[src/rtl/addend_vector_loader.sv]
`default_nettype none
// ============================================================================
// Module   : addend_vector_loader
// Purpose  : Packs a valid/ready sample stream into LENGTH-wide addend vectors
//            for the adder tree, with an independent sequential running sum.
// Revision : 1.0
// ============================================================================
module addend_vector_loader #(
    parameter int DATA_WIDTH = 5,
    parameter int LENGTH     = 9,
    parameter int OUT_WIDTH  = DATA_WIDTH + $clog2(LENGTH)
) (
    input  logic                         clk,
    input  logic                         rst,
    input  logic signed [DATA_WIDTH-1:0] in_sample,
    input  logic                         in_sample_valid,
    output logic                         out_sample_ready,
    input  logic                         in_flush,
    output logic signed [DATA_WIDTH-1:0] out_addends [LENGTH],
    output logic signed [OUT_WIDTH-1:0]  out_running_sum,
    output logic [$clog2(LENGTH+1)-1:0]  out_count,
    output logic                         out_vector_valid,
    input  logic                         in_vector_ready
);

    localparam int CW = $clog2(LENGTH + 1);
    localparam logic [CW-1:0] LAST_IDX = CW'(LENGTH - 1);

    typedef enum logic [0:0] {
        FILL = 1'b0,
        FULL = 1'b1
    } state_t;

    state_t state;
    logic   sample_accept;
    logic   vector_accept;

    // Ready is gated by rst and flush so a sample is never taken in a cycle
    // whose state update is being overridden.
    assign out_sample_ready = (state == FILL) && !rst && !in_flush;
    assign sample_accept    = in_sample_valid && out_sample_ready;
    assign vector_accept    = out_vector_valid && in_vector_ready;

    always_ff @(posedge clk) begin
        if (rst) begin
            state            <= FILL;
            out_count        <= '0;
            out_running_sum  <= '0;
            out_vector_valid <= 1'b0;
            for (int i = 0; i < LENGTH; i++) begin
                out_addends[i] <= '0;
            end
        end else if (in_flush) begin
            // Addend slots keep stale data; only the fill pointer and sum clear.
            state            <= FILL;
            out_count        <= '0;
            out_running_sum  <= '0;
            out_vector_valid <= 1'b0;
        end else begin
            case (state)
                FILL: begin
                    if (sample_accept) begin
                        for (int i = 0; i < LENGTH; i++) begin
                            if (out_count == CW'(i)) begin
                                out_addends[i] <= in_sample;
                            end
                        end
                        out_running_sum <= out_running_sum + OUT_WIDTH'(in_sample);
                        out_count       <= out_count + CW'(1);
                        if (out_count == LAST_IDX) begin
                            state            <= FULL;
                            out_vector_valid <= 1'b1;
                        end
                    end
                end
                FULL: begin
                    if (vector_accept) begin
                        state            <= FILL;
                        out_count        <= '0;
                        out_running_sum  <= '0;
                        out_vector_valid <= 1'b0;
                    end
                end
                default: begin
                    state <= FILL;
                end
            endcase
        end
    end

endmodule
`default_nettype wire

[config.mk]
export PLATFORM = sky130hd
export DESIGN_NAME = addend_vector_loader
export DESIGN_NICKNAME = d
export VERILOG_FILES = /design/src/rtl/addend_vector_loader.sv
export SDC_FILE = /design/constraint.sdc
export NUM_CORES = 1
export LEC_CHECK = 0
export ABC_AREA = 1
export CELL_PAD_IN_SITES_DETAIL_PLACEMENT = 1
export CELL_PAD_IN_SITES_GLOBAL_PLACEMENT = 1
export CORE_ASPECT_RATIO = 1.5
export CORE_MARGIN = 2
export CORE_UTILIZATION = 37
export CTS_CLUSTER_SIZE = 20
export DETAILED_ROUTE_END_ITERATION = 7
export GPL_ROUTABILITY_DRIVEN = 0
export PLACE_DENSITY_LB_ADDON = 0.05
export SYNTH_ARGS = -nofsm -noshare
export SYNTH_HDL_FRONTEND = slang
export SYNTH_SLANG_ARGS = --single-unit
[constraint.sdc]
create_clock -name clk -period 2.82 [get_ports clk]
set_input_delay 0.564 -clock clk [delete_from_list [all_inputs] [get_ports clk]]
set_output_delay 0.564 -clock clk [all_outputs]
set_load 0.02 [all_outputs]
Yosys cells after proc, flatten, opt, wreduce, memory -nomap -nowiden
Cells that the tools add are included.
- $add $sub $neg: 2
- bitwise operators: 2
- muxes and demuxes: 14
- reduce and logical (&&, ||, !) cells: 19
- eq/ne operators: 11
- operator list (operator ; number):
    $reduce_and 4->1 ; 9
    $mux 9 ; 2
    $pmux 9 s2 ; 1
    $eq 4x3->1 const B ; 4
    $add 9x5->9 ; 1
    $eq 4x2->1 const B ; 2
    $mux 4 ; 2
    $pmux 4 s2 ; 1
    $mux 1 ; 6
    $add 4x1->4 const B ; 1
    $eq 4x1->1 const B ; 1
    $eq 4x4->1 const B ; 1
    $logic_and 1x1->1 ; 4
    $logic_not 4->1 ; 1
    $ne 2x1->1 const B ; 2
    $pmux 1 s2 ; 2
    $reduce_and 3->1 ; 1
    $logic_not 1->1 ; 2
    $ne 2x2->1 const B ; 1
    $not 1->1 ; 2
    $reduce_and 2->1 ; 1
    $reduce_or 2->1 ; 1
- bits in registers: 60
- output and inout bits: 60
- logic and storage cells: 61
- input bits: 10

Logic depth before layout (Yosys ltp)
- depth after elaboration: 6
- mapped depth: 9
- gate-level depth less buffers: 9

Least setup slack after synthesis
No wires, ideal clock.
- path kind: in2out
- from: input port rst
- to: output port out_sample_ready
- cell stages on the path: 4
- path slack: 0.994 ns
- data arrival time: 1.262 ns
- buffers on the path: 1
- required time: 2.256 ns
- cells stage by stage: buf_6 -> nor2_8 -> inv_1 -> nor2_1
- cells in the longest elaborated chain, start to end: 3
- RTL lines (item ; RTL line ; RTL):
    start, declared ; 14 ; input logic rst,
    $logic_not 1->1 ; 40 ; assign out_sample_ready = (state == FILL) && !rst && !in_flush;
    $logic_and 1x1->1 (2 in series) ; 40 ;
    end, declared ; 17 ; output logic out_sample_ready,
No other way between the ends.

Final worst setup path
- from: input port in_flush
- to: output port out_sample_ready
- cells in the longest elaborated chain, start to end: 2
- RTL lines (item ; RTL line ; RTL):
    start, declared ; 18 ; input logic in_flush,
    $logic_not 1->1 ; 40 ;
    $logic_and 1x1->1 ; 40 ;
No other way between the ends.

==> results.rst <==
.. list-table::
   :header-rows: 1

   * - Metric
     - Value
   * - Xor/xnor share of the synthesized area
     - 0.00968
   * - Max IR drop VDD
     - 0.000389 V
   * - Predominant post-synthesis flop cell
     - sky130_fd_sc_hd__dfxtp_1
   * - Global route total overflow
     - 0
   * - Power density relative to cell area
     - 520 nW/um^2
   * - Crit path required time
     - 2260 ps
   * - Per-instance average area after synthesis
     - 7.63 sq um
   * - Post-synthesis share of cell area spent on and, or, nand and nor gates
     - 0.306
   * - Clock input transition at the sequential cells of the worst setup and hold paths
     - 60 ps
   * - Number of remaining DRC errors
     - 0
   * - Number of warnings reported in the yosys synthesis log
     - 0
   * - Number of input and output port buffers inserted
     - 69
   * - Hold path depth
     - 2
   * - Floorplan row count
     - 38
   * - Share of the cycle needed by the critical path after routing
     - 0.892
   * - Setup crit end kind
     - output pin
   * - Worst Setup SP
     - in_flush
   * - DR iter-0 viols
     - 82
   * - Kind of path behind the tightest hold check
     - reg2reg
   * - Number of synthesized flops with an enable pin
     - 0
   * - Cell chain of the critical path
     - clkdlybuf4s50_1 -> nor2_8 -> inv_1 -> nor2_1 -> clkdlybuf4s50_1
   * - Sequential element share of the synthesized area
     - 0.442
   * - Slew headroom
     - 0.698
   * - Crit Path Class
     - in2out
   * - Fraction of layout cells with a size suffix above 1
     - 0.112
   * - Area grow syn2layout
     - 39.4%
   * - Netlist area before placement
     - 2720 sq um
   * - Die span in y
     - 109 microns
   * - WL/cell
     - 14.3 microns
   * - Antenna diode count
     - 0
   * - Global Route Usage Sum
     - 0.208
   * - Setup Viol. Count Final
     - 0
   * - Data arrival time at the worst-slack endpoint
     - 1950 ps
   * - Startpoint of the tightest hold check path
     - out_addends[4]
   * - Final Max Tran Viols
     - 0
   * - Crit-path slowest cell
     - sky130_fd_sc_hd__clkdlybuf4s50_1
   * - Leakage component of the power
     - 0.00144 uW
   * - Clock tree buffer depth
     - 2
   * - Proportion of netlist area held by the largest area contributor
     - 0.442
   * - Largest stage delay on the critical path
     - 610 ps
   * - Net count of the finished layout
     - 457
   * - Logic depth of the worst setup path including buffers
     - 5
   * - Synth top area cells
     - sky130_fd_sc_hd__dfxtp_1 (44%), sky130_fd_sc_hd__nand2_1 (19%), sky130_fd_sc_hd__a21oi_1 (11%)
   * - Number of cells upsized or downsized after cts
     - 0
   * - Detail Placement HPWL
     - 5730 microns
   * - Kind of launch point of the worst setup path
     - primary input
   * - Clock root cell
     - sky130_fd_sc_hd__clkbuf_8
   * - Drt via density
     - 4.80
   * - Minimum setup slack among reg-to-reg paths
     - 1150 ps
   * - CP top delay family
     - buffers and inverters
   * - Capturing instance or port of the critical path
     - out_sample_ready
   * - Max_cap viols
     - 0
   * - Inserted Clock Buffers
     - 9
   * - Clock insertion delay at the later pin of the skew report
     - 340 ps
   * - Minimum clock period after layout
     - 2520 ps
   * - Number of antenna violations at the first check in global routing
     - 0
   * - Cell seen most often among critical-path stages
     - sky130_fd_sc_hd__clkdlybuf4s50_1
   * - Core area
     - 7180 sq um
   * - Maximum fanout encountered on the critical timing path
     - 2
   * - Multiplexer share of the synthesized area
     - 0
   * - Initial core utilization
     - 0.378
   * - Count of different cell masters after synthesis
     - 24
   * - Largest family of logic cells by synthesized area
     - simple AND/OR/NAND/NOR gates
   * - Flop and latch count out of synthesis
     - 60
   * - Number of H-tree branching levels
     - 3
   * - Iteration count of the initial detailed-routing pass
     - 4
   * - Boundary Pins
     - 70
   * - Hold-fix buffer count after cts
     - 0
   * - Fraction of registers with async set or reset after synthesis
     - 0
   * - Die area
     - 8050 sq um
   * - X dimension of the die
     - 73.9 microns
   * - Most frequently used cell type in the post-synthesis netlist
     - sky130_fd_sc_hd__nand2_1
   * - CTS tree
     - yes
   * - Area share of fa/ha/maj cells after synthesis
     - 0.0627
   * - Measured slew at the worst slew-check pin
     - 453 ps
   * - Post-synthesis compound-gate area fraction
     - 0.115
   * - Area leader, netlist
     - sky130_fd_sc_hd__dfxtp_1
   * - Mapped Cells
     - 356
   * - Total via count in the routed design
     - 2,585
   * - Net count after synthesis
     - 379
   * - Top cell types by occurrence after synthesis
     - sky130_fd_sc_hd__nand2_1 (135), sky130_fd_sc_hd__dfxtp_1 (60), sky130_fd_sc_hd__a21oi_1 (58)
   * - Reg-to-reg startpoint
     - out_running_sum[0]
   * - Final Routed Wirelength
     - 7730 microns
   * - Reg-to-Reg End
     - out_running_sum[8]
   * - Final TNS setup
     - 0 ps
   * - Count of antenna-violating nets left after detailed routing
     - 0
   * - Number of failing hold endpoints at the final stage
     - 0
   * - Outcome
     - complete, no violations
   * - TritonCTS Sinks
     - 60
   * - Crit path buffers/inverters
     - 3
   * - Highest achievable clock rate
     - 0.398 GHz
   * - Clock skew
     - 6.73 ps
   * - Number of setup buffers added after CTS
     - 0
   * - Number of global-route vias before repair
     - 2,640
   * - Worst-case hold slack
     - 465 ps
   * - Unrepaired setup endpoints after global routing
     - false
   * - Cell count of the worst reg-to-reg path
     - 9
   * - Maximum number of pins on one net before global-route repair
     - 46
   * - First-pass GRT wire length
     - 12,700 microns
==> how the worst min path moves through the flow <==
stage	to
2_1_floorplan	state
3_3_place_gp	out_addends[0]
3_5_place_dp	out_addends[4]
4_1_cts	out_addends[4]
5_1_grt	out_addends[4]
6_report	out_addends[4]
==> worst min-delay path, stage by stage, from the launching register on <==
cell                      delay (ps)
sky130_fd_sc_hd__dfxtp_1         310
sky130_fd_sc_hd__nand2_1          60
sky130_fd_sc_hd__a21oi_1          50
==> sequential cells by signal (all words and copies together) (netlist names) <==
signal            count
out_vector_valid      1
state                 1
out_running_sum       9
out_count             4
out_addends          45
==> area by class of cell <==
class / count / area, sq um
clock buffer: 12 / 155
clock inverter: 4 / 95.1
fill: 897 / 3390
inverter: 31 / 116
multi-input combinational: 254 / 1340
sequential: 60 / 1200
tap: 100 / 125
timing repair buffer: 78 / 753
==> layer usage <==
| layer | part of all wire | vias to the layer above | GRT usage | wire length [microns] |
|---|---|---|---|---|
| met5 | 0 | - | 0 | 0 |
| met4 | 0.016 | 0 | 0.0779 | 123 |
| met3 | 0.038 | 11 | 0.0471 | 296 |
| met2 | 0.53 | 43 | 0.375 | 4120 |
| met1 | 0.41 | 1237 | 0.234 | 3190 |
| li1 | - | 1294 | - | - |
==> placed cells by master (no fill, tap or decap), types with 2 or more instances in the layout <==
cell type / instances
sky130_fd_sc_hd__a21oi_1: 58
sky130_fd_sc_hd__buf_4: 9
sky130_fd_sc_hd__bufinv_16: 3
sky130_fd_sc_hd__clkbuf_8: 11
sky130_fd_sc_hd__clkdlybuf4s50_1: 68
sky130_fd_sc_hd__dfxtp_1: 60
sky130_fd_sc_hd__ha_1: 12
sky130_fd_sc_hd__inv_1: 21
sky130_fd_sc_hd__inv_2: 10
sky130_fd_sc_hd__nand2_1: 135
sky130_fd_sc_hd__nand2_2: 2
sky130_fd_sc_hd__nand3_1: 16
sky130_fd_sc_hd__nand3b_1: 2
sky130_fd_sc_hd__nor2_1: 5
sky130_fd_sc_hd__nor2_4: 3
sky130_fd_sc_hd__nor3_1: 4
sky130_fd_sc_hd__nor3_4: 6
sky130_fd_sc_hd__o21ai_0: 3
sky130_fd_sc_hd__xnor2_1: 2
==> report_power, final <==
part | leakage, uW | internal, uW | total, uW | switching (uW)
combinational | 0.000829 | 53.4 | 142 | 88.2
sequential | 0.000484 | 854 | 859 | 5.60
clock | 0.000127 | 634 | 968 | 334
==> per-stage QoR <==
stage	setup slack [ps]	instance area, sq um	utilization	total power [uW]	std cells
after floorplan	994	2720	-	960	356
after global placement	289	3540	0.493	1020	523
after detailed placement	292	3540	0.493	1020	523
after CTS	291	3790	0.527	1990	539
after global routing	239	3790	0.527	2040	539
final	305	3790	0.527	1970	539
==> kinds of logic after synthesis <==
| family | Yosys count |
|---|---|
| flops | 60 |
| buf+inv | 42 |
| compound gates | 62 |
| xor+xnor | 3 |
| fa+ha+maj | 13 |
| simple gates | 176 |
No activity file was read; power rests on OpenSTA's default activity.
